<file path="config.mk">
export PLATFORM = sky130hd
export DESIGN_NAME = clk_div_multi_flat
export DESIGN_NICKNAME = d
export VERILOG_FILES = /design/src/rtl/clk_div_multi_pkg.sv /design/src/rtl/clk_div_multi_if.sv /design/src/rtl/clk_div_multi_ch.sv /design/src/rtl/clk_div_multi.sv /design/src/flat_wrapper.sv
export SDC_FILE = /design/constraint.sdc
export NUM_CORES = 1
export LEC_CHECK = 0
export ABC_AREA = 1
export CAP_MARGIN = 10
export CELL_PAD_IN_SITES_DETAIL_PLACEMENT = 1
export CELL_PAD_IN_SITES_GLOBAL_PLACEMENT = 2
export CORE_MARGIN = 8
export CORE_UTILIZATION = 35
export CTS_BUF_LIST = sky130_fd_sc_hd__clkbuf_8
export CTS_CLUSTER_SIZE = 16
export DETAILED_ROUTE_END_ITERATION = 10
export PLACE_DENSITY = 0.9
export RECOVER_POWER = 50
export SLEW_MARGIN = 15
export SYNTH_ARGS = -nofsm -noshare
export SYNTH_HDL_FRONTEND = slang
export SYNTH_HIERARCHICAL = 1
export SYNTH_SLANG_ARGS = --single-unit
</file>
<file path="constraint.sdc">
create_clock -name clk_i -period 2.2 [get_ports clk_i]
set_input_delay 0.22 -clock clk_i [delete_from_list [all_inputs] [get_ports clk_i]]
set_output_delay 0.22 -clock clk_i [all_outputs]
set_load 0.01 [all_outputs]
</file>
<file path="src/rtl/clk_div_multi_pkg.sv">
// Shared types and helpers for the multi-channel clock/tick divider.
package clk_div_multi_pkg;

  localparam int DIV_W_DEF       = 20;
  localparam int DEFAULT_DIV_DEF = 50000;

  typedef logic [DIV_W_DEF-1:0] div_t;

  // What a channel does on a given edge, in priority order.
  typedef enum logic [1:0] {
    ACT_RESTART  = 2'd0,
    ACT_TERMINAL = 2'd1,
    ACT_COUNT    = 2'd2
  } ch_act_e;

  // A zero divisor is meaningless, so it is treated as divide-by-one.
  function automatic logic [31:0] sat_div(input logic [31:0] d);
    return (d == 32'd0) ? 32'd1 : d;
  endfunction

endpackage

</file>
<file path="src/rtl/clk_div_multi_if.sv">
// Divisor configuration bus: one write strobe, a channel index and the new divisor.
interface clk_div_multi_if #(
  parameter int N_CH  = 2,
  parameter int DIV_W = 20
);

  localparam int CH_W = (N_CH > 1) ? $clog2(N_CH) : 1;

  logic             cfg_wr;
  logic [CH_W-1:0]  cfg_ch;
  logic [DIV_W-1:0] cfg_div;

  modport master (output cfg_wr, output cfg_ch, output cfg_div);
  modport slave  (input  cfg_wr, input  cfg_ch, input  cfg_div);

endinterface

</file>
<file path="src/rtl/clk_div_multi_ch.sv">
// One divider channel: counter, active/shadow divisor pair, square output and tick strobe.
module clk_div_multi_ch
  import clk_div_multi_pkg::*;
#(
  parameter int DIV_W     = DIV_W_DEF,
  parameter int RESET_DIV = DEFAULT_DIV_DEF
) (
  input  logic             clk_i,
  input  logic             reset_i,
  input  logic             en_i,
  input  logic             sync_i,
  input  logic             wr_i,
  input  logic [DIV_W-1:0] wr_div_i,
  output logic             clk_o,
  output logic             tick_o,
  output logic             pending_o
);

  localparam logic [DIV_W-1:0] RST_DIV = DIV_W'(sat_div(32'(RESET_DIV)));

  logic [DIV_W-1:0] cnt_q, cnt_d;
  logic [DIV_W-1:0] div_q, div_d;
  logic [DIV_W-1:0] shadow_q, shadow_d;
  logic             pending_q, pending_d;
  logic             clk_q, clk_d;
  logic             tick_q, tick_d;
  ch_act_e          act;

  always_comb begin
    act = ACT_COUNT;
    if (!en_i || sync_i) begin
      act = ACT_RESTART;
    end else if (cnt_q == div_q - DIV_W'(1)) begin
      act = ACT_TERMINAL;
    end
  end

  // A pending divisor is only swapped in at a period boundary (terminal or restart),
  // and a same-edge write lands in the shadow after the old shadow has been consumed.
  always_comb begin
    cnt_d     = cnt_q;
    div_d     = div_q;
    shadow_d  = shadow_q;
    pending_d = pending_q;
    clk_d     = clk_q;
    tick_d    = 1'b0;

    case (act)
      ACT_RESTART: begin
        cnt_d = '0;
        clk_d = 1'b0;
      end
      ACT_TERMINAL: begin
        cnt_d  = '0;
        tick_d = 1'b1;
        clk_d  = ~clk_q;
      end
      ACT_COUNT: begin
        cnt_d = cnt_q + DIV_W'(1);
      end
      default: begin
        cnt_d = '0;
      end
    endcase

    if ((act != ACT_COUNT) && pending_q) begin
      div_d     = shadow_q;
      pending_d = 1'b0;
    end

    if (wr_i) begin
      shadow_d  = wr_div_i;
      pending_d = 1'b1;
    end
  end

  always_ff @(posedge clk_i) begin
    if (!reset_i) begin
      cnt_q     <= '0;
      div_q     <= RST_DIV;
      shadow_q  <= RST_DIV;
      pending_q <= 1'b0;
      clk_q     <= 1'b0;
      tick_q    <= 1'b0;
    end else begin
      cnt_q     <= cnt_d;
      div_q     <= div_d;
      shadow_q  <= shadow_d;
      pending_q <= pending_d;
      clk_q     <= clk_d;
      tick_q    <= tick_d;
    end
  end

  assign clk_o     = clk_q;
  assign tick_o    = tick_q;
  assign pending_o = pending_q;

endmodule

</file>
<file path="src/rtl/clk_div_multi.sv">
// Multi-channel programmable clock/tick generator with glitch-free divisor updates and phase sync.
module clk_div_multi
  import clk_div_multi_pkg::*;
#(
  parameter int N_CH        = 2,
  parameter int DIV_W       = DIV_W_DEF,
  parameter int DEFAULT_DIV = DEFAULT_DIV_DEF
) (
  input  logic            clk_i,
  input  logic            reset_i,
  input  logic [N_CH-1:0] en_i,
  input  logic            sync_i,
  clk_div_multi_if.slave  cfg,
  output logic [N_CH-1:0] clk_o,
  output logic [N_CH-1:0] tick_o,
  output logic [N_CH-1:0] pending_o
);

  logic [DIV_W-1:0] wrDiv;
  logic [N_CH-1:0]  wrSel;

  assign wrDiv = DIV_W'(sat_div(32'(cfg.cfg_div)));

  // Out-of-range channel indices match no channel, so such writes are dropped.
  always_comb begin
    wrSel = '0;
    for (int c = 0; c < N_CH; c++) begin
      wrSel[c] = cfg.cfg_wr && (32'(cfg.cfg_ch) == c);
    end
  end

  for (genvar g = 0; g < N_CH; g++) begin : gen_ch
    clk_div_multi_ch #(
      .DIV_W     (DIV_W),
      .RESET_DIV (DEFAULT_DIV)
    ) u_ch (
      .clk_i     (clk_i),
      .reset_i   (reset_i),
      .en_i      (en_i[g]),
      .sync_i    (sync_i),
      .wr_i      (wrSel[g]),
      .wr_div_i  (wrDiv),
      .clk_o     (clk_o[g]),
      .tick_o    (tick_o[g]),
      .pending_o (pending_o[g])
    );
  end

endmodule
</file>
<file path="src/flat_wrapper.sv">
// flat-port wrapper written by rule: the top's interface ports become plain ports
module clk_div_multi_flat import clk_div_multi_pkg::*;
#(
  parameter int N_CH        = 2,
  parameter int DIV_W       = DIV_W_DEF,
  parameter int DEFAULT_DIV = DEFAULT_DIV_DEF
)
  (clk_i, reset_i, en_i, sync_i, clk_o, tick_o, pending_o, cfg_cfg_wr, cfg_cfg_ch, cfg_cfg_div);
  clk_div_multi_if #(.N_CH(N_CH), .DIV_W(DIV_W)) cfg_i ();
  input  logic clk_i;
  input  logic reset_i;
  input  logic [N_CH-1:0] en_i;
  input  logic sync_i;
  output logic [N_CH-1:0] clk_o;
  output logic [N_CH-1:0] tick_o;
  output logic [N_CH-1:0] pending_o;
  input wire logic [$bits(cfg_i.cfg_wr)-1:0] cfg_cfg_wr;
  input wire logic [$bits(cfg_i.cfg_ch)-1:0] cfg_cfg_ch;
  input wire logic [$bits(cfg_i.cfg_div)-1:0] cfg_cfg_div;
  assign cfg_i.cfg_wr = cfg_cfg_wr;
  assign cfg_i.cfg_ch = cfg_cfg_ch;
  assign cfg_i.cfg_div = cfg_cfg_div;
  clk_div_multi #(.N_CH(N_CH), .DIV_W(DIV_W), .DEFAULT_DIV(DEFAULT_DIV)) u_core (.clk_i(clk_i), .reset_i(reset_i), .en_i(en_i), .sync_i(sync_i), .cfg(cfg_i), .clk_o(clk_o), .tick_o(tick_o), .pending_o(pending_o));
endmodule
</file>
# After elaboration in Yosys (flattened, before gate mapping)
# Index checks and enable logic that the tools add are counted.
[op_classes]
add_sub_neg = 4
n_eq_ne = 8
mux = 13
n_bitwise = 3
n_reduce_logical = 17
[op_table]
columns = ["operator", "n"]
rows = [
  ["20-bit by 1-bit adder with 20-bit output, second input constant", 2],
  ["20-bit equality test", 2],
  ["20-bit by 1-bit subtractor with 20-bit output, second input constant", 2],
  ["20-bit logical NOT", 1],
  ["20-bit two-way mux", 1],
  ["2-bit two-way mux", 4],
  ["2-bit nonzero test", 4],
  ["1-bit two-way mux", 6],
  ["2-bit by 1-bit equality test with 1-bit output, second input constant", 2],
  ["2-bit equality test, second input constant", 2],
  ["1-bit logical AND", 4],
  ["2-bit logical NOT", 2],
  ["2-bit != test, second input constant", 2],
  ["1-bit case mux with 2 select lines", 2],
  ["2-bit AND reduction", 2],
  ["1-bit inverter", 3],
  ["1-bit logical NOT", 2],
  ["1-bit logical OR", 2],
]
[totals]
register_bits = 126
in_bits = 27
out_inout_bits = 6

# Longest topological paths before layout
# Gate-level depths: netlist (run 1).
[logic_depth]
ltp_word = 8
depth_mapped = 17
mapped_depth_nobuf = 16

# Hierarchy
# Netlist (run 1), hierarchy kept.
[by_module_without_submodules]
columns = ["module", "instances", "cells_each", "area_per_inst_um2"]
rows = [
  ["clk_div_multi_ch", 2, 485, 3365.7],
  ["clk_div_multi", 1, 43, 167.7],
]

# Worst setup path before layout (run 1)
# Ideal clock, no wire load.
[synth_path]
kind = "register to register"
from = "reg u_core.gen_ch[0].u_ch.div_q[0]"
to = "reg u_core.gen_ch[0].u_ch.cnt_q[18]"
t_arrival_ns = 1.840
slack_ns = 0.248
stages_incl_launch_ff = 17
cell_sequence = "dfxtp_1 > inv_2 > ha_1 > nand3_2 > nor2_2 > nand3b_1 > nand2_1 > nand2_1 > nor2_1 > nand2_2 > nor2_4 > nand3_4 > nand2_4 > inv_2 > nand2_2 > buf_6 > nor2_1"
[synth_between]
elab_chain_len = 6
[synth_lines]
columns = ["item", "line", "rtl"]
rows = [
  ["from (decl)", "clk_div_multi_ch.sv:22", "logic [DIV_W-1:0] div_q, div_d;"],
  ["from (signal assigned)", "clk_div_multi_ch.sv:87", "div_q <= div_d;"],
  ["20-bit by 1-bit subtractor with 20-bit output", "clk_div_multi_ch.sv:33", "end else if (cnt_q == div_q - DIV_W'(1)) begin"],
  ["20-bit equality test", "clk_div_multi_ch.sv:33", ""],
  ["2-bit two-way mux", "clk_div_multi_ch.sv:33", ""],
  ["2-bit two-way mux", "clk_div_multi_ch.sv:31", "if (!en_i || sync_i) begin"],
  ["2-bit equality test", "clk_div_multi_ch.sv:48", "case (act)"],
  ["2-bit AND reduction (no line)", "n/a", ""],
  ["to (signal assigned)", "clk_div_multi_ch.sv:86", "cnt_q <= cnt_d;"],
  ["to (decl)", "clk_div_multi_ch.sv:21", "logic [DIV_W-1:0] cnt_q, cnt_d;"],
]
# No other way between the ends.
# A chain may end at the register's enable or synchronous reset.

# Final worst setup path (run 1)
[layout_path]
from = "reg u_core.gen_ch[0].u_ch.div_q[1]"
to = "reg u_core.gen_ch[0].u_ch.cnt_q[0]"
# The elaborated chain is that of the path after synthesis.

==> results of run 1 <==
kinds of logic after synthesis:
group / count (synthesis) / share of synthesized area, %
AOI/OAI and AO/OA: 104 / 7.87
xor gates and xnor gates: 64 / 8.12
adders and majority gates: 4 / 0.725
buffers and inverters: 170 / 10.4
DFF: 126 / 36.6
and+or+nand+nor: 545 / 36.3
registers in the layout (all words and copies together), names as in the netlist:
name                          cells
u_core/gen_ch.u_ch/pending_o      2
u_core/gen_ch.u_ch/tick_o         2
u_core/gen_ch.u_ch/clk_o          2
u_core/gen_ch.u_ch/shadow_q      40
u_core/gen_ch.u_ch/cnt_q         40
u_core/gen_ch.u_ch/div_q         40
through the flow:
stage | power (mW) | setup slack [ns] | util [%] | TNS, ns
6_report | 5.25 | 0.0986 | 43.8 | 0
5_1_grt | 5.53 | -0.0839 | 43.8 | -2.38
4_1_cts | 5.24 | 0.0112 | 41.2 | 0
3_5_place_dp | 3.14 | -0.0568 | 38.9 | -1.23
3_3_place_gp | 3.12 | 0.00400 | 38.9 | 0
2_1_floorplan | 2.92 | 0.248 | - | 0
cells in the final DEF (no fill, tap or decap), types with 19 or more instances in the layout:
cell             netlist  routed
nor2_2                21      29
dfxtp_1              126     109
a21oi_1               58      58
nand3_1              105      94
buf_4                  0      24
nand2_2               10      19
xor2_1                42      41
clkdlybuf4s50_1        0      28
nand2_1              218     204
o21ai_0               36      35
inv_1                 99      96
nor2_1               136     117
xnor2_1               22      22
worst reg2reg max path: cells and delay by family (launching register included):
family | cells | cell delay, ns
XOR/XNOR | 1 | 0.24
adder cells (fa/ha/maj) | 1 | 0.16
buffers and inverters | 3 | 0.29
flip-flops | 1 | 0.33
AND/OR/NAND/NOR | 8 | 0.98
timing repair:
action                     in CTS  in global routing
pin swaps                       0                 37
gates cloned                    0                  7
setup buffers                   0                  7
setup endpoints to repair      73                 84
resized for setup               5                 98
layout make-up:
class	instances	area, um2
clock inverter	15	168
clock buffer	17	234
sequential	126	2550
timing repair buffer	76	803
inverter	117	444
tap	265	332
fill	2478	10900
multi-input combinational	717	3970
final timing paths:
| kind | endpoint |
|---|---|
| hold reg to reg | u_core/gen_ch[0].u_ch/cnt_q[0] |
| hold / removal | u_core/gen_ch[1].u_ch/shadow_q[8] |
| setup reg to reg | u_core/gen_ch[0].u_ch/cnt_q[0] |
| setup / recovery | u_core/gen_ch[0].u_ch/cnt_q[0] |
per-layer routing:
layer  routed length (um)  vias to the layer above  global-route usage (%)  share of wire (%)
li1                     -                     3274                       -                  -
met1                 9460                     3017                    19.9                 48
met2                 9640                       57                    27.6                 49
met3                  509                       18                    3.75                2.6
met4                  240                        0                    4.71                1.2
met5                    0                        -                       0                  0
where the power goes:
part / switching (mW) / internal (mW) / leakage, nW
sequential: 0.0818 / 2.37 / 1.03
clock: 1.12 / 0.954 / 0.199
combinational: 0.429 / 0.294 / 2.25
==> qor.yml, run 1 <==
status:
  outcome: "complete, no violations"
routing:
  viasPerCell: 4.78
  drt_wl_total_um: 19800
  drt_iter0_markers: 265
  vias: 6366
  dr.pass1.iters: 4
  antenna_left: 0
  drc: 0
  wl_per_cell_um: 14.9
placed_design:
  place_hpwl_um: 14300
  placed_cells: 1287
  portBuffers: 32
  place.gp.congestion: 0.791
  dpl_cell_area_mm2: 0.00755
pwr:
  p_leak_nw: 3.48
  ir_worst_vdd_mv: 0.433
  cellPowerDensity_mw_per_mm2: 617
logic_synthesis:
  synth.most_common_cell: "nand2_1"
  synthFlopType: "dfxtp_1"
  netlist.area_leader.share_pct: 36.6
  synth_cells: 1013
  synth_cell_types: 37
  syn_area_per_cell_um2: 6.81
  synthArstFlopShare_pct: 0
  seq_area_frac_synth_pct: 36.6
  synthTopCellsByArea: "dfxtp_1 37%, nand2_1 12%, nand3_1 7.6%, nor2_1 7.4%, inv_1 5.4%"
  synth_common_cells: "218 x nand2_1, 136 x nor2_1, 126 x dfxtp_1, 105 x nand3_1, 99 x inv_1"
  synth_edf_count: 0
  synth_fp_nets: 1044
  yosys_register_bits: 126
  syn_area_mm2: 0.00690
  yosys_warnings: 6
  yosysTopAreaCell: "dfxtp_1"
setup_path:
  start_kind: "flip-flop"
  endpoint_kind: "flip-flop"
  r2r_setup_slack_ns: 0.1
  worst-path-buf-inv: 3
  cp.arrival_ns: 2.44
  rr_startpoint: "u_core/gen_ch[0].u_ch/div_q[1]"
  r2r.worst_path.cells: 13
  startpoint: "u_core/gen_ch[0].u_ch/div_q[1]"
  cp_top_family: "simple AND/OR/NAND/NOR gates"
  cp_num_cells: 13
  cp_max_fo: 7
  cp.required_ns: 2.54
  path_cells: "inv_2, ha_4, nand3_4, nor2_1, xor2_1, nand3_1, nor2_2, nand3_4, nand2_8, inv_4, nand2_8, clkbuf_16, nor2_1"
  cp_slowest_stage_delay_ns: 0.33
  slowest_stage: "dfxtp_2"
  critPathKind: "flip-flop to flip-flop"
timing:
  fin_skew_ns: 0.0161
  layout_min_cycle_time_ns: 2.10
  drv_slew: 0
  worst_pin_slew_ns: 0.846
  holdWs_ns: 0.157
  setup_viol: 0
  min_period_over_period_pct: 95.5
  hold_viol: 0
  fmax_mhz: 476
  slew_headroom_pct: 43.6
  rsz0062_at_grt: "yes"
hold_path:
  hold_path_depth: 2
  hold_start: "reset_i"
  hold_class: "input port to flip-flop"
clocking:
  clock_path_buffers: 2
  cts.sinks: 126
  tritoncts.num_buffers: 17
  clock_latency_ns: 0.45
  clkTransAtPathRegs_ns: 0.08
  cts_hold_buf: 0
  cts_max_level: 4
  cts_tree: "done"
  root_buffer: "clkbuf_8"
die:
  die_h_um: 156
  dieArea_mm2: 0.0245
  fp.dieW_um: 156
  floorplan.io_pins: 33
  coreArea_mm2: 0.0194
  rows: 51
  start_util_pct: 35.6
finish:
  diodes: 0
  final_nets: 1086
  syn_to_final_growth_pct: 23.2
  final_cell_area_mm2: 0.00850
  instances_no_fill: 1333
  drive_gt1_share_pct: 19.6
flow_run:
  max_cap_viol_count: 0
grt:
  grt_pass1_wl_um: 31900
  grt_pass1_vias: 6497
  grt_antenna_before_repair: 0
  gr-total-overflow: 0
  grt_use_total_pct: 16.2
  grt_max_degree: 57
No activity file was read; power rests on OpenSTA's default activity.
==> run 2, diff against run 1 <==
HOLD_SLACK_MARGIN = 0.12   (was unset)
==> run 2 against run 1 <==
- via count about the same
- hold slack gained 0.28 ns
- total power hardly changed
- wire length is essentially flat
- critical path depth rose by 3
- critical endpoint is now u_core/gen_ch[1].u_ch/cnt_q[6]
- first-iteration DRC count down 9.8%
- worst setup slack better by 0.0022 ns
- final cell count about the same
- clock-buffer cell count did not move
- die area did not move
- core utilization is 0.071 points higher
- largest cell class unchanged
==> qor.yml, run 2 (synthesis results as in run 1) <==
status:
  outcome: "complete, no violations"  # unchanged
die:
  fp.dieW_um: 156  # unchanged
  coreArea_mm2: 0.0194  # unchanged
  dieArea_mm2: 0.0245  # unchanged
  floorplan.io_pins: 33  # unchanged
  start_util_pct: 35.6  # unchanged
  die_h_um: 156  # unchanged
  rows: 51  # unchanged
placed_design:
  place.gp.congestion: 0.791  # unchanged
  placed_cells: 1287  # unchanged
  portBuffers: 32  # unchanged
  place_hpwl_um: 14300  # unchanged
setup_path:
  endpoint_kind: "flip-flop"  # unchanged
  start_kind: "flip-flop"  # unchanged
  cp_slowest_stage_delay_ns: 0.38  # was 0.33 ns
  worst-path-buf-inv: 4  # was 3
  critPathKind: "flip-flop to flip-flop"  # unchanged
  cp.required_ns: 2.53  # was 2.54 ns
  cp_max_fo: 5  # was 7
  slowest_stage: "dfxtp_4"  # was dfxtp_2
  cp.arrival_ns: 2.43  # was 2.44 ns
  cp_top_family: "simple AND/OR/NAND/NOR gates"  # unchanged
  crit_top_cell: "nand2_1"
  path_cells: "inv_4, ha_4, inv_1, nand2_1, nand2_1, xor2_1, nand3_1, nor2_2, nand2_2, nor2_4, nand3_4, nand2_8, inv_2, nand2_4, clkbuf_16, nor2_1"  # was inv_2, ha_4, nand3_4, nor2_1, xor2_1, nand3_1, nor2_2, nand3_4, nand2_8, inv_4, nand2_8, clkbuf_16, nor2_1
clocking:
  cts.sinks: 126  # unchanged
  cts_max_level: 4  # unchanged
  tritoncts.num_buffers: 17  # unchanged
  clock_latency_ns: 0.45  # about the same
  root_buffer: "clkbuf_8"  # unchanged
  clkTransAtPathRegs_ns: 0.08  # about the same
  clock_path_buffers: 2  # unchanged
  cts_tree: "done"  # unchanged
hold_path:
  hold_class: "input port to flip-flop"  # unchanged
timing:
  layout_min_cycle_time_ns: 2.10  # about the same
  hold_viol: 0  # unchanged
  worst_pin_slew_ns: 0.840  # was 0.846 ns
  min_period_over_period_pct: 95.4  # was 95.5%
  rsz0062_at_grt: "yes"  # unchanged
  setup_viol: 0  # unchanged
  fin_skew_ns: 0.0162  # was 0.0161 ns
  fmax_mhz: 476  # about the same
  slew_headroom_pct: 44.0  # was 43.6%
  holdWs_ns: 0.433  # was 0.157 ns
  drv_slew: 0  # unchanged
routing:
  vias: 6369  # was 6366
  viasPerCell: 4.77  # was 4.78
  drc: 0  # unchanged
  dr.pass1.iters: 4  # unchanged
  drt_wl_total_um: 19800  # about the same
  antenna_left: 0  # unchanged
  wl_per_cell_um: 14.9  # about the same
  drt_iter0_markers: 239  # was 265
grt:
  grt_pass1_vias: 6498  # was 6497
  grt_use_total_pct: 16.2  # about the same
  gr-total-overflow: 0  # unchanged
  grt_antenna_before_repair: 0  # unchanged
  grt_max_degree: 57  # unchanged
  grt_pass1_wl_um: 31900  # about the same
finish:
  drive_gt1_share_pct: 19.6  # about the same
  final_nets: 1087  # was 1086
  syn_to_final_growth_pct: 23.4  # was 23.2%
  fill_cells: 2476  # was 2478
  final_common_cell: "nand2_1"  # unchanged
  diodes: 0  # unchanged
  final_cell_mix: "204 x nand2_1, 117 x nor2_1, 109 x dfxtp_1"  # unchanged
  top_regs: "u_core/gen_ch.u_ch/cnt_q: 40 flops, u_core/gen_ch.u_ch/div_q: 40 flops, u_core/gen_ch.u_ch/shadow_q: 40 flops"  # unchanged
  instances_no_fill: 1334  # was 1333
pwr:
  p_leak_nw: 3.48  # about the same
  ir_worst_vdd_mv: 0.432  # was 0.433 mV
  p_total_mw: 5.25  # about the same
  cellPowerDensity_mw_per_mm2: 617  # about the same
flow_run:
  max_cap_viol_count: 0  # unchanged
-- run 2: cell type report --
| cell class | instances | area [um2] | area share, % |
|---|---|---|---|
| clock buffer | 17 | 234 | 2.75 |
| clock inverter | 15 | 168 | 1.97 |
| inverter | 117 | 444 | 5.22 |
| multi-input combinational | 717 | 3970 | 46.6 |
| sequential | 126 | 2550 | 29.9 |
| tap | 265 | 332 | 3.89 |
| timing repair buffer | 77 | 817 | 9.60 |
-- run 2: path summary, 6_finish.rpt --
path         cells after the start  slack, ns                           endpoint                           start
min reg2reg                      1       0.45     u_core/gen_ch[0].u_ch/cnt_q[0]  u_core/gen_ch[0].u_ch/cnt_q[0]
min                              3       0.43  u_core/gen_ch[1].u_ch/shadow_q[4]                  cfg_cfg_div[4]
max                             16       0.10     u_core/gen_ch[1].u_ch/cnt_q[6]  u_core/gen_ch[1].u_ch/div_q[1]
max reg2reg                     16       0.10     u_core/gen_ch[1].u_ch/cnt_q[6]  u_core/gen_ch[1].u_ch/div_q[1]
-- run 2: worst register-to-register path, stage by stage (launching register included) --
cell and delay (ns):
dfxtp_4 0.38, inv_4 0.04, ha_4 0.17, inv_1 0.05
nand2_1 0.04, nand2_1 0.08, xor2_1 0.15, nand3_1 0.10
nor2_2 0.12, nand2_2 0.08, nor2_4 0.15, nand3_4 0.13
nand2_8 0.12, inv_2 0.07, nand2_4 0.11, clkbuf_16 0.17
nor2_1 0.04
-- run 2: where the power goes --
| part | internal (mW) | switching, mW |
|---|---|---|
| registers | 2.37 | 0.0813 |
| logic | 0.296 | 0.430 |
| clock network | 0.954 | 1.12 |
-- run 2: layer usage --
metal | routed length (um) | part of all wire (%) | track usage, %
met1 | 9470 | 48 | 19.9
met3 | 466 | 2.3 | 3.75
met2 | 9660 | 49 | 27.6
met5 | 0 | 0 | 0
met4 | 240 | 1.2 | 4.71
-- run 2: repair_timing --
action	CTS	global route
endpoints found under the setup margin	73	84
gates cloned	0	7
hold buffers	1	0
pin swaps	0	37
hold endpoints to repair	3	0
resized for setup	5	98
buffers inserted	0	7
-- run 2: metrics by stage --
stage	TNS (ns)	instance area [um2]	utilization (%)	worst slack, ns
floorplan	0	6900	-	0.248
global placement	0	7550	38.9	0.00400
detailed placement	-1.23	7550	38.9	-0.0568
CTS	0	7990	41.2	0.0112
global route	-2.38	8510	43.9	-0.0839
finish	0	8510	43.9	0.101
==> run 3, diff against run 2 <==
CORE_ASPECT_RATIO = 1.4   (was unset)
==> run 3 against run 2 <==
- first-iteration DRC count is 5.0% lower
- via count is 1.1% higher
- critical path depth is 2 lower
- sequential cell count stayed put
- wire length is 0.58% higher
- die area is 0.26% higher
- sequential share of layout area is 0.053 points lower
- clock skew hardly changed
- worst setup slack worse by 0.048 ns
- non-clock buffer count is 8 higher
- register-to-register slack worse by 0.05 ns
- sequential power hardly changed
- critical endpoint is now u_core/gen_ch[1].u_ch/cnt_q[8]
- largest cell class unchanged
==> qor.yml, run 3 (synthesis results as in run 1) <==
finish:
  drive_gt1_share_pct: 20.5  # was 19.6%
  diodes: 0  # unchanged
  final_common_cell: "nand2_1"  # unchanged
  final_cell_area_mm2: 0.00852  # was 0.00851 mm2
  final_cell_mix: "204 x nand2_1, 114 x dfxtp_1, 113 x nor2_1"  # was 204 x nand2_1, 117 x nor2_1, 109 x dfxtp_1
  fin_util_pct: 43.4  # was 43.9%
  top_regs: "u_core/gen_ch.u_ch/cnt_q: 40 flops, u_core/gen_ch.u_ch/div_q: 40 flops, u_core/gen_ch.u_ch/shadow_q: 40 flops"  # unchanged
  instances_no_fill: 1326  # was 1334
  final_nets: 1095  # was 1087
  syn_to_final_growth_pct: 23.4  # about the same
hold_path:
  hold_start: "reset_i"  # was cfg_cfg_div[4]
  min_to: "u_core/gen_ch[1].u_ch/clk_o"  # was u_core/gen_ch[1].u_ch/shadow_q[4]
  hold_class: "input port to flip-flop"  # unchanged
  hold_path_depth: 4  # was 3
clocking:
  cts_tree: "done"  # unchanged
  cts_max_level: 4  # unchanged
  root_buffer: "clkbuf_8"  # unchanged
  clock_path_buffers: 2  # unchanged
  tritoncts.num_buffers: 17  # unchanged
  cts.sinks: 126  # unchanged
  clock_latency_ns: 0.44  # was 0.45 ns
  clkTransAtPathRegs_ns: 0.07  # was 0.08 ns
  cts_hold_buf: 0  # was 1
routing:
  drt_wl_total_um: 20000  # was 19800 um
  drt_iter0_markers: 227  # was 239
  antenna_left: 0  # unchanged
  viasPerCell: 4.86  # was 4.77
  dr.pass1.iters: 4  # unchanged
  wl_per_cell_um: 15.0  # was 14.9 um
  drc: 0  # unchanged
  vias: 6439  # was 6369
setup_path:
  cp.required_ns: 2.54  # was 2.53 ns
  cp_max_fo: 8  # was 5
  path_cells: "inv_2, ha_4, nand3_4, buf_4, nor2_2, xor2_1, nand3_1, nor2_2, nand3_4, nand2_8, inv_4, nand2_4, clkbuf_16, nor2_1"  # was inv_4, ha_4, inv_1, nand2_1, nand2_1, xor2_1, nand3_1, nor2_2, nand2_2, nor2_4, nand3_4, nand2_8, inv_2, nand2_4, clkbuf_16, nor2_1
  start_kind: "flip-flop"  # unchanged
  critPathKind: "flip-flop to flip-flop"  # unchanged
  cp.arrival_ns: 2.48  # was 2.43 ns
  slowest_stage: "dfxtp_2"  # was dfxtp_4
  rr_startpoint: "u_core/gen_ch[1].u_ch/div_q[0]"  # was u_core/gen_ch[1].u_ch/div_q[1]
  worstReg2RegEnd: "u_core/gen_ch[1].u_ch/cnt_q[8]"  # was u_core/gen_ch[1].u_ch/cnt_q[6]
  endpoint_kind: "flip-flop"  # unchanged
  cp_slowest_stage_delay_ns: 0.33  # was 0.38 ns
  r2r.worst_path.cells: 14  # was 16
  r2r_setup_slack_ns: 0.05  # was 0.10 ns
placed_design:
  place_hpwl_um: 15000  # was 14300 um
  place.gp.congestion: 0.864  # was 0.791
  portBuffers: 32  # unchanged
  placed_cells: 1286  # was 1287
  dpl_cell_area_mm2: 0.00763  # was 0.00755 mm2
pwr:
  ir_worst_vdd_mv: 0.387  # was 0.432 mV
  p_total_mw: 5.10  # was 5.25 mW
  cellPowerDensity_mw_per_mm2: 599  # was 617 mW/mm2
  p_leak_nw: 3.53  # was 3.48 nW
flow_run:
  max_cap_viol_count: 0  # unchanged
die:
  coreArea_mm2: 0.0196  # was 0.0194 mm2
  dieArea_mm2: 0.0245  # about the same
  fp.dieW_um: 135  # was 156 um
  start_util_pct: 35.2  # was 35.6%
  floorplan.io_pins: 33  # unchanged
  die_h_um: 182  # was 156 um
  rows: 61  # was 51
timing:
  layout_min_cycle_time_ns: 2.15  # was 2.10 ns
  setup_viol: 0  # unchanged
  worst_pin_slew_ns: 0.627  # was 0.840 ns
  drv_slew: 0  # unchanged
  hold_viol: 0  # unchanged
  min_period_over_period_pct: 97.6  # was 95.4%
  slew_headroom_pct: 58.2  # was 44.0%
  fmax_mhz: 466  # was 476 MHz
  holdWs_ns: 0.267  # was 0.433 ns
  fin_skew_ns: 0.0165  # was 0.0162 ns
  rsz0062_at_grt: "yes"  # unchanged
grt:
  grt_max_degree: 89  # was 57
  grt_pass1_vias: 6561  # was 6498
  grt_antenna_before_repair: 0  # unchanged
  gr-total-overflow: 0  # unchanged
  grt_use_total_pct: 16.3  # was 16.2%
  grt_pass1_wl_um: 31800  # was 31900 um
status:
  outcome: "complete, no violations"  # unchanged
==> run 3: final cells by class <==
type / count / area, um2
clock inverter: 10 / 100
timing repair buffer: 85 / 856
tap: 252 / 315
inverter: 117 / 447
multi-input combinational: 717 / 3990
sequential: 126 / 2540
fill: 2467 / 11100
clock buffer: 19 / 262
==> run 3: layer usage <==
layer	track usage (%)	share of wire, %
met1	15.7	37
met2	32.3	58
met3	3.11	1.8
met4	6.31	2.5
met5	0	0
==> run 3: how the worst max path moves through the flow <==
stage	from	endpoint	slack, ns	cells past startpoint
3_5_place_dp	u_core/gen_ch[0].u_ch/div_q[1]	u_core/gen_ch[0].u_ch/div_q[10]	-0.10	16
6_report	u_core/gen_ch[1].u_ch/div_q[0]	u_core/gen_ch[1].u_ch/cnt_q[8]	0.05	14
5_1_grt	u_core/gen_ch[0].u_ch/div_q[1]	u_core/gen_ch[0].u_ch/div_q[19]	-0.07	16
2_1_floorplan	u_core/gen_ch[0].u_ch/div_q[0]	u_core/gen_ch[0].u_ch/cnt_q[18]	0.25	16
3_3_place_gp	u_core/gen_ch[0].u_ch/div_q[1]	u_core/gen_ch[0].u_ch/div_q[0]	-0.11	16
4_1_cts	u_core/gen_ch[0].u_ch/div_q[8]	u_core/gen_ch[0].u_ch/div_q[3]	0.008	15
==> run 3: stage by stage <==
step | setup slack (ns) | setup TNS [ns]
after floorplan | 0.248 | 0
after detailed placement | -0.102 | -2.92
final | 0.0527 | 0
after global placement | -0.109 | -2.26
after CTS | 0.00829 | 0
after global routing | -0.0711 | -2.75
==> run 3: timing repair <==
| item | 4_1_cts | 5_1_grt |
|---|---|---|
| resized for setup | 7 | 101 |
| cloned | 0 | 5 |
| endpoints found under the setup margin | 81 | 84 |
| pin swaps | 2 | 37 |
| hold endpoints to repair | 0 | 0 |
| buffers inserted | 0 | 6 |
==> run 3: worst max-delay path: cells and delay by family, from the launching register on <==
family | cells | cell delay, ns
buffers and inverters | 4 | 0.46
adder cells (fa/ha/maj) | 1 | 0.16
flip-flops | 1 | 0.33
XOR/XNOR | 1 | 0.19
AND/OR/NAND/NOR | 8 | 0.90
==> run 3: power by group <==
| group | leakage [nW] | total, mW | internal [mW] | switching, mW |
|---|---|---|---|---|
| sequential | 1.03 | 2.46 | 2.37 | 0.0863 |
| combinational | 2.30 | 0.723 | 0.302 | 0.421 |
| clock | 0.195 | 1.92 | 1.03 | 0.890 |
